## src/rtl/lsu_mem_seq_pkg.sv

```systemverilog
// Shared types for the load/store unit: operation codes, FSM states and
// size decode helpers used by both the control path and the lane aligner.
package lsu_mem_seq_pkg;

  typedef enum logic [2:0] {
    LSU_LW  = 3'd0,
    LSU_LH  = 3'd1,
    LSU_LHU = 3'd2,
    LSU_LB  = 3'd3,
    LSU_LBU = 3'd4,
    LSU_SW  = 3'd5,
    LSU_SH  = 3'd6,
    LSU_SB  = 3'd7
  } lsu_op_e;

  typedef enum logic [1:0] {
    ST_IDLE  = 2'd0,
    ST_BEAT0 = 2'd1,
    ST_BEAT1 = 2'd2,
    ST_RESP  = 2'd3
  } lsu_state_e;

  function automatic logic [2:0] op_size(input lsu_op_e op);
    case (op)
      LSU_LW, LSU_SW:          op_size = 3'd4;
      LSU_LH, LSU_LHU, LSU_SH: op_size = 3'd2;
      LSU_LB, LSU_LBU, LSU_SB: op_size = 3'd1;
      default:                 op_size = 3'd4;
    endcase
  endfunction

  function automatic logic [3:0] size_mask(input lsu_op_e op);
    case (op_size(op))
      3'd4:    size_mask = 4'b1111;
      3'd2:    size_mask = 4'b0011;
      3'd1:    size_mask = 4'b0001;
      default: size_mask = 4'b1111;
    endcase
  endfunction

  function automatic logic is_store(input lsu_op_e op);
    case (op)
      LSU_SW, LSU_SH, LSU_SB: is_store = 1'b1;
      default:                is_store = 1'b0;
    endcase
  endfunction

endpackage

```

## src/rtl/lsu_mem_seq_align.sv

```systemverilog
// Lane aligner: byte enables and shifted store data per beat, plus merge of
// up to two read words and sign/zero extension of load results.
module lsu_mem_seq_align
  import lsu_mem_seq_pkg::*;
(
  input  lsu_op_e     op,
  input  logic [1:0]  off,
  input  logic        beat,
  input  logic [31:0] wdata,
  input  logic [31:0] w0,
  input  logic [31:0] w1,
  output logic [3:0]  be,
  output logic [31:0] lane_wdata,
  output logic [31:0] load_data
);

  logic [2:0]  back_sh_s;
  logic [5:0]  lo_sh_s;
  logic [5:0]  hi_sh_s;
  logic [31:0] word_s;

  assign lo_sh_s   = {1'b0, off, 3'b000};
  assign hi_sh_s   = 6'd32 - lo_sh_s;
  assign back_sh_s = 3'd4 - {1'b0, off};

  // Store side: beat 1 carries the bytes that spilled past the base word.
  always_comb begin
    if (beat) begin
      be         = size_mask(op) >> back_sh_s;
      lane_wdata = wdata >> hi_sh_s;
    end else begin
      be         = size_mask(op) << off;
      lane_wdata = wdata << lo_sh_s;
    end
  end

  // Load side: {w1,w0} shifted down by the offset yields the right-justified value.
  always_comb begin
    word_s = 32'({w1, w0} >> lo_sh_s);
    case (op)
      LSU_LW:  load_data = word_s;
      LSU_LH:  load_data = {{16{word_s[15]}}, word_s[15:0]};
      LSU_LHU: load_data = {16'h0000, word_s[15:0]};
      LSU_LB:  load_data = {{24{word_s[7]}}, word_s[7:0]};
      LSU_LBU: load_data = {24'h00_0000, word_s[7:0]};
      default: load_data = 32'h0000_0000;
    endcase
  end

endmodule

```

## src/rtl/lsu_mem_seq.sv

```systemverilog
// Sequential load/store unit: one request at a time, one or two memory beats
// per request, every beat bounded by a timeout that yields an error response.
module lsu_mem_seq
  import lsu_mem_seq_pkg::*;
#(
  parameter int ADDR_W         = 16,
  parameter int ALLOW_MISALIGN = 1,
  parameter int TIMEOUT_CYC    = 15
) (
  input  logic              clk,
  input  logic              rst,
  input  logic              req_valid,
  output logic              req_ready,
  input  logic [2:0]        req_op,
  input  logic [31:0]       req_addr,
  input  logic [31:0]       req_wdata,
  output logic              resp_valid,
  output logic [31:0]       resp_rdata,
  output logic              resp_err,
  output logic              mem_req,
  output logic              mem_we,
  output logic [ADDR_W-1:0] mem_addr,
  output logic [3:0]        mem_be,
  output logic [31:0]       mem_wdata,
  input  logic              mem_ack,
  input  logic [31:0]       mem_rdata
);

  localparam int               CNT_W       = (TIMEOUT_CYC > 0) ? $clog2(TIMEOUT_CYC + 1) : 1;
  localparam logic [CNT_W-1:0] CNT_MAX     = CNT_W'(TIMEOUT_CYC);
  localparam logic             ALLOW_SPLIT = (ALLOW_MISALIGN != 0);
  localparam logic             TO_EN       = (TIMEOUT_CYC != 0);

  lsu_state_e        state_r, state_next_s;
  lsu_op_e           op_r, cur_op_s;
  logic [ADDR_W-1:0] addr_r, cur_addr_s, base_addr_s;
  logic [31:0]       wdata_r, cur_wdata_s, rdata0_r, w0_s;
  logic              cross_r, req_cross_s;
  logic [CNT_W-1:0]  cnt_r;
  logic              accept_s, ack_s, wait_s, timeout_s;
  logic              beat1_next_s, in_beat_next_s;
  logic [3:0]        be_s;
  logic [31:0]       lane_wdata_s, load_data_s, load_result_s;
  logic              resp_err_next_s;
  logic [31:0]       resp_data_next_s;
  logic              mem_req_r, mem_we_r, resp_valid_r, resp_err_r;
  logic [ADDR_W-1:0] mem_addr_r;
  logic [3:0]        mem_be_r;
  logic [31:0]       mem_wdata_r, resp_rdata_r;

  if (ADDR_W < 32) begin : g_addr_hi
    logic unused_addr_hi;
    assign unused_addr_hi = ^req_addr[31:ADDR_W];
  end

  assign req_ready = (state_r == ST_IDLE) && !rst;
  assign accept_s  = req_valid && req_ready;
  assign ack_s     = mem_req_r && mem_ack;
  assign wait_s    = mem_req_r && !mem_ack;
  assign timeout_s = TO_EN && wait_s && (cnt_r == CNT_MAX);

  // In IDLE the outgoing beat is computed straight from the incoming request.
  always_comb begin
    if (state_r == ST_IDLE) begin
      cur_op_s    = lsu_op_e'(req_op);
      cur_addr_s  = req_addr[ADDR_W-1:0];
      cur_wdata_s = req_wdata;
    end else begin
      cur_op_s    = op_r;
      cur_addr_s  = addr_r;
      cur_wdata_s = wdata_r;
    end
  end

  assign base_addr_s    = {cur_addr_s[ADDR_W-1:2], 2'b00};
  assign req_cross_s    = ({1'b0, req_addr[1:0]} + op_size(lsu_op_e'(req_op))) > 3'd4;
  assign beat1_next_s   = (state_next_s == ST_BEAT1);
  assign in_beat_next_s = (state_next_s == ST_BEAT0) || beat1_next_s;
  assign w0_s           = (state_r == ST_BEAT1) ? rdata0_r : mem_rdata;
  assign load_result_s  = is_store(op_r) ? 32'h0000_0000 : load_data_s;

  lsu_mem_seq_align u_align (
    .op         (cur_op_s),
    .off        (cur_addr_s[1:0]),
    .beat       (beat1_next_s),
    .wdata      (cur_wdata_s),
    .w0         (w0_s),
    .w1         (mem_rdata),
    .be         (be_s),
    .lane_wdata (lane_wdata_s),
    .load_data  (load_data_s)
  );

  // Next-state and response-value selection.
  always_comb begin
    state_next_s     = state_r;
    resp_err_next_s  = 1'b0;
    resp_data_next_s = 32'h0000_0000;
    case (state_r)
      ST_IDLE: begin
        if (accept_s && req_cross_s && !ALLOW_SPLIT) begin
          state_next_s    = ST_RESP;
          resp_err_next_s = 1'b1;
        end else if (accept_s) begin
          state_next_s = ST_BEAT0;
        end else begin
          state_next_s = ST_IDLE;
        end
      end
      ST_BEAT0: begin
        if (ack_s && cross_r) begin
          state_next_s = ST_BEAT1;
        end else if (ack_s) begin
          state_next_s     = ST_RESP;
          resp_data_next_s = load_result_s;
        end else if (timeout_s) begin
          state_next_s    = ST_RESP;
          resp_err_next_s = 1'b1;
        end else begin
          state_next_s = ST_BEAT0;
        end
      end
      ST_BEAT1: begin
        if (ack_s) begin
          state_next_s     = ST_RESP;
          resp_data_next_s = load_result_s;
        end else if (timeout_s) begin
          state_next_s    = ST_RESP;
          resp_err_next_s = 1'b1;
        end else begin
          state_next_s = ST_BEAT1;
        end
      end
      ST_RESP: begin
        state_next_s = ST_IDLE;
      end
      default: begin
        state_next_s = ST_IDLE;
      end
    endcase
  end

  // FSM state register.
  always_ff @(posedge clk) begin
    if (rst) state_r <= ST_IDLE;
    else     state_r <= state_next_s;
  end

  // Request latch and first read word of a split load.
  always_ff @(posedge clk) begin
    if (rst) begin
      op_r     <= LSU_LW;
      addr_r   <= {ADDR_W{1'b0}};
      wdata_r  <= 32'h0000_0000;
      cross_r  <= 1'b0;
      rdata0_r <= 32'h0000_0000;
    end else begin
      if (accept_s) begin
        op_r    <= lsu_op_e'(req_op);
        addr_r  <= req_addr[ADDR_W-1:0];
        wdata_r <= req_wdata;
        cross_r <= req_cross_s;
      end
      if ((state_r == ST_BEAT0) && ack_s) rdata0_r <= mem_rdata;
    end
  end

  // Wait counter restarts whenever a new beat is launched.
  always_ff @(posedge clk) begin
    if (rst)                                              cnt_r <= {CNT_W{1'b0}};
    else if (in_beat_next_s && (state_next_s != state_r)) cnt_r <= {CNT_W{1'b0}};
    else if (TO_EN && wait_s)                             cnt_r <= cnt_r + CNT_W'(1);
    else                                                  cnt_r <= cnt_r;
  end

  // Registered memory port; beat 1 targets the following word, wrapping in ADDR_W.
  always_ff @(posedge clk) begin
    if (rst || !in_beat_next_s) begin
      mem_req_r   <= 1'b0;
      mem_we_r    <= 1'b0;
      mem_addr_r  <= {ADDR_W{1'b0}};
      mem_be_r    <= 4'b0000;
      mem_wdata_r <= 32'h0000_0000;
    end else begin
      mem_req_r   <= 1'b1;
      mem_we_r    <= is_store(cur_op_s);
      mem_addr_r  <= beat1_next_s ? (base_addr_s + ADDR_W'(4)) : base_addr_s;
      mem_be_r    <= be_s;
      mem_wdata_r <= lane_wdata_s;
    end
  end

  // Registered response; read data holds until the next response.
  always_ff @(posedge clk) begin
    if (rst) begin
      resp_valid_r <= 1'b0;
      resp_err_r   <= 1'b0;
      resp_rdata_r <= 32'h0000_0000;
    end else begin
      resp_valid_r <= (state_next_s == ST_RESP);
      resp_err_r   <= resp_err_next_s;
      if (state_next_s == ST_RESP) resp_rdata_r <= resp_data_next_s;
    end
  end

  assign mem_req    = mem_req_r;
  assign mem_we     = mem_we_r;
  assign mem_addr   = mem_addr_r;
  assign mem_be     = mem_be_r;
  assign mem_wdata  = mem_wdata_r;
  assign resp_valid = resp_valid_r;
  assign resp_err   = resp_err_r;
  assign resp_rdata = resp_rdata_r;

endmodule

```

## config.mk

```make
export PLATFORM = sky130hd
export DESIGN_NAME = lsu_mem_seq
export DESIGN_NICKNAME = d
export VERILOG_FILES = /design/src/rtl/lsu_mem_seq_pkg.sv /design/src/rtl/lsu_mem_seq_align.sv /design/src/rtl/lsu_mem_seq.sv
export SDC_FILE = /design/constraint.sdc
export NUM_CORES = 1
export LEC_CHECK = 0
export ABC_AREA = 0
export CORE_MARGIN = 1.5
export CORE_UTILIZATION = 30
export DETAILED_ROUTE_END_ITERATION = 16
export DONT_BUFFER_PORTS = 1
export GPL_TIMING_DRIVEN = 1
export PLACE_DENSITY = 0.48
export SLEW_MARGIN = 25
export SYNTH_ARGS = -nofsm -noshare
export SYNTH_HDL_FRONTEND = slang
export SYNTH_SLANG_ARGS = --single-unit
```

## constraint.sdc

```tcl
create_clock -name clk -period 5.1 [get_ports clk]
set_clock_uncertainty 0.2 [all_clocks]
set_input_delay 1.53 -clock clk [delete_from_list [all_inputs] [get_ports clk]]
set_output_delay 1.53 -clock clk [all_outputs]
set_load 0.1 [all_outputs]
```

==> impl_metrics.yaml <==
setup_path:
  end_kind: "output port"
  ff2ff_setup_slack_ps: 1400
  start_kind: "flip-flop"
  worstPathMaxFanout: 38
  path_cells: "inv_1 -> ha_4 -> nor2b_2 -> buf_4"
  critical_path_class: "flip-flop to output port"
  rr_worst_depth: 12
  crit_arrival_ps: 2070
  crit_family: "adder cells"
  cp_num_buf_inv: 2
  critical-path-slowest-cell: "ha_4"
  slowest_delay_ps: 530
  r2r_end: "mem_addr[13]$_SDFF_PN0_"
  r2r_start: "state_r[0]$_SDFF_PP0_"
  crit_start: "state_r[0]$_SDFF_PP0_"
  crit_required_ps: 3370
placement:
  dp_worst_setup_slack_ps: 868
  io_buffer_count: 0
  post-dp-hpwl_um: 20900
  gp_congestion: 0.823
floorplanning:
  die_w_um: 184
  die_area_um2: 34000
  fp.coreArea_um2: 32500
  start_util: 0.304
  io_pins: 192
  die_h_um: 184
  std_cell_rows: 66
detailed_routing:
  route.met2.wl_um: 14500
  routed_via_density: 5.30
  dr.pass1.iters: 5
  wl_met3_um: 2690
  num_vias: 8521
  top_layer: "met4"
  wire_per_inst_um: 19.8
  drtAntennaViolNets: 0
  first_iter_violations: 545
  drc: 0
  wl_um: 31800
  met1_length_um: 14100
grt:
  grt_overflow: 0
  grt_antenna_before_repair: 0
  grt_max_degree: 113
  grt_pass1_wl_um: 48400
  grt_pass1_vias: 8081
  grt_usage: 0.187
synthesis:
  ys_warn_count: 0
  synth.avg_cell_area_um2: 8.19
  netlist.area_leader.share: 0.357
  syn_inst: 1204
  ys_ff_latch: 176
  synth_top_cell_by_area: "dfxtp_1"
  async_flop_share: 0
  netlist_top_cells_area: "dfxtp_1 (36%), mux2i_1 (10%), nand2_1 (9.3%)"
  synth_edf_count: 0
  yosysSeqAreaShare: 0.357
  syn-cell-area_um2: 9860
  synthDistinctLibCells: 66
  ys.flop_type: "dfxtp_1"
timing:
  finalSetupTns_ps: 0
  holdWs_ps: 253
  layout_setup_ws_ps: 1300
  hold_viol: 0
  worstMarginPinSlew_ps: 1110
  slew_violations: 0
  setup_viol: 0
  maxSlewHeadroom: 0.257
  fin_crit_ps: 3800
  finalCritPeriodShare: 0.746
  clock.fmax_mhz: 263
  rsz0062_at_grt: "no"
worst_hold_path:
  hp-class: "flip-flop to flip-flop"
  min_to: "rdata0_r[31]$_SDFFE_PP0P_"
  hold_depth: 2
  min-delay-start: "rdata0_r[31]$_SDFFE_PP0P_"
clock_tree:
  cts.sinks: 176
  post_cts_buffers: 0
  cts-root-buf: "clkbuf_16"
  cts_buffer_depth: 2
  path_clk_slew_ps: 70
  cts_buffers: 17
  worstSkewPairLatency_ps: 450
  holdBufCountCts: 0
  h-tree-depth: 4
  cts_tree: "built"
  cts_resized: 0
job:
  max_cap_violations: 0
final_layout:
  layout-drive-gt1-share: 0.102
  area_growth_pct: 9.72
  final_nets: 1274
  diodes: 0
power_and_ir_drop:
  peakVddDrop_uv: 241
  power_w: 0.00332
  swShare: 0.309
  pwr-share-comb: 0.129
  p_leak_nw: 4.01
  seqPwrFrac: 0.464
  switchingPower_w: 0.00103
  pwr-share-clk: 0.407
  p_int_w: 0.00229
  powerDensity_nw_per_um2: 307
run_status:
  status: "finished clean"
cell type report:
type	instances	area, um^2
Clock buffer	17	425
Clock inverter	15	168
Fill cell	3408	21600
Inverter	12	45.0
Multi-Input combinational cell	921	5910
Sequential cell	176	3520
Tap cell	442	553
Timing Repair Buffer	26	199
power groups by stage:
stage | Sequential, W | Clock, W | Combinational, W
after floorplan | 0.00156 | 0 | 0.000355
after global placement | 0.00157 | 0 | 0.000422
after detailed placement | 0.00157 | 0 | 0.000425
after CTS | 0.00154 | 0.00139 | 0.000428
after global routing | 0.00155 | 0.00144 | 0.000470
final | 0.00154 | 0.00135 | 0.000427
synth_stat cells (2+ instances only):
master	n
a211oi_1	27
a211oi_2	2
a21oi_1	81
a22oi_1	24
a311oi_1	14
a31oi_1	15
a32oi_1	7
and2_0	6
and2_1	3
and3_1	2
buf_1	9
buf_2	21
buf_4	5
buf_6	2
clkbuf_1	59
dfxtp_1	176
ha_1	16
inv_1	9
inv_2	2
mux2_2	27
mux2i_1	102
mux2i_4	2
mux4_2	7
nand2_1	244
nand2b_1	49
nand3_1	21
nand3b_1	7
nand4_1	5
nor2_1	53
nor2b_1	25
nor3_1	25
nor3b_1	4
nor4_1	4
o211ai_1	3
o21ai_0	70
o21ai_1	5
o21bai_1	2
o221a_2	6
o22a_1	8
o22ai_1	17
o31ai_1	2
or3_1	3
xnor2_1	7
xor2_1	4
worst reg2reg max path, stage by stage, from the launching register on:
cell and delay, ps:
dfxtp_1 380, inv_1 140, ha_1 220, buf_4 240
nand4b_1 240, o211a_1 190, a21oi_1 240, ha_1 260
clkinv_1 270, a211oi_4 410, nand3_2 170, or4_1 530
a21oi_1 150
how the worst max path moves through the flow:
| stage | slack [ps] | cells past startpoint | endpoint |
|---|---|---|---|
| floorplan | 580 | 11 | resp_rdata[21]$_SDFFE_PP0P_ |
| global placement | 660 | 9 | resp_rdata[31]$_SDFFE_PP0P_ |
| detailed placement | 870 | 9 | mem_addr[13]$_SDFF_PN0_ |
| CTS | 1250 | 4 | req_ready |
| global route | 1080 | 12 | mem_addr[13]$_SDFF_PN0_ |
| finish | 1300 | 4 | req_ready |
cell usage in the layout, fill, tap and decap left out, types with 5 or more instances in the layout:
| master | count |
|---|---|
| o21ai_0 | 70 |
| nor2_1 | 53 |
| a31oi_1 | 15 |
| buf_4 | 25 |
| nand3b_1 | 7 |
| clkbuf_16 | 17 |
| nor3_1 | 25 |
| a311oi_1 | 14 |
| o221a_2 | 6 |
| a21oi_1 | 81 |
| a211oi_1 | 27 |
| nor2b_1 | 24 |
| mux2_2 | 27 |
| xnor2_1 | 7 |
| nand2b_1 | 49 |
| mux2i_1 | 101 |
| and2_0 | 6 |
| a32oi_1 | 7 |
| nand2_1 | 244 |
| mux4_2 | 7 |
| dfxtp_1 | 176 |
| o22ai_1 | 17 |
| ha_1 | 15 |
| nand4_1 | 5 |
| nand3_1 | 21 |
| a22oi_1 | 24 |
| o21ai_1 | 5 |
| o22a_1 | 8 |
| inv_1 | 9 |
state kept, by name, summed over array words and instances, names as in the netlist:
name        count
mem_we          1
mem_addr       14
mem_wdata      32
cnt_r           4
resp_valid      1
mem_be          4
resp_err        1
wdata_r        32
rdata0_r       32
mem_req         1
resp_rdata     32
addr_r         16
cross_r         1
state_r         2
op_r            3
metrics by stage:
stage,util,cells,instance area (um^2)
5_1_grt,0.333,1609,10800
3_3_place_gp,0.315,1576,10200
4_1_cts,0.333,1609,10800
2_1_floorplan,-,1205,9870
3_5_place_dp,0.315,1577,10200
6_report,0.333,1609,10800
logic make-up after synthesis:
family,synth area share
AO/OA/AOI/OAI,0.189
XOR/XNOR,0.00977
adder cells (fa/ha/maj),0.0223
buffers and inverters,0.0472
flip-flops,0.357
multiplexers,0.156
other,0.000380
AND/OR/NAND/NOR,0.218
layer usage:
metal,up-vias,global-route usage
met1,4084,0.234
met3,27,0.0654
met5,-,0
met2,266,0.302
met4,0,0.0531
li1,4144,-
(Power assumes the default switching activity.)
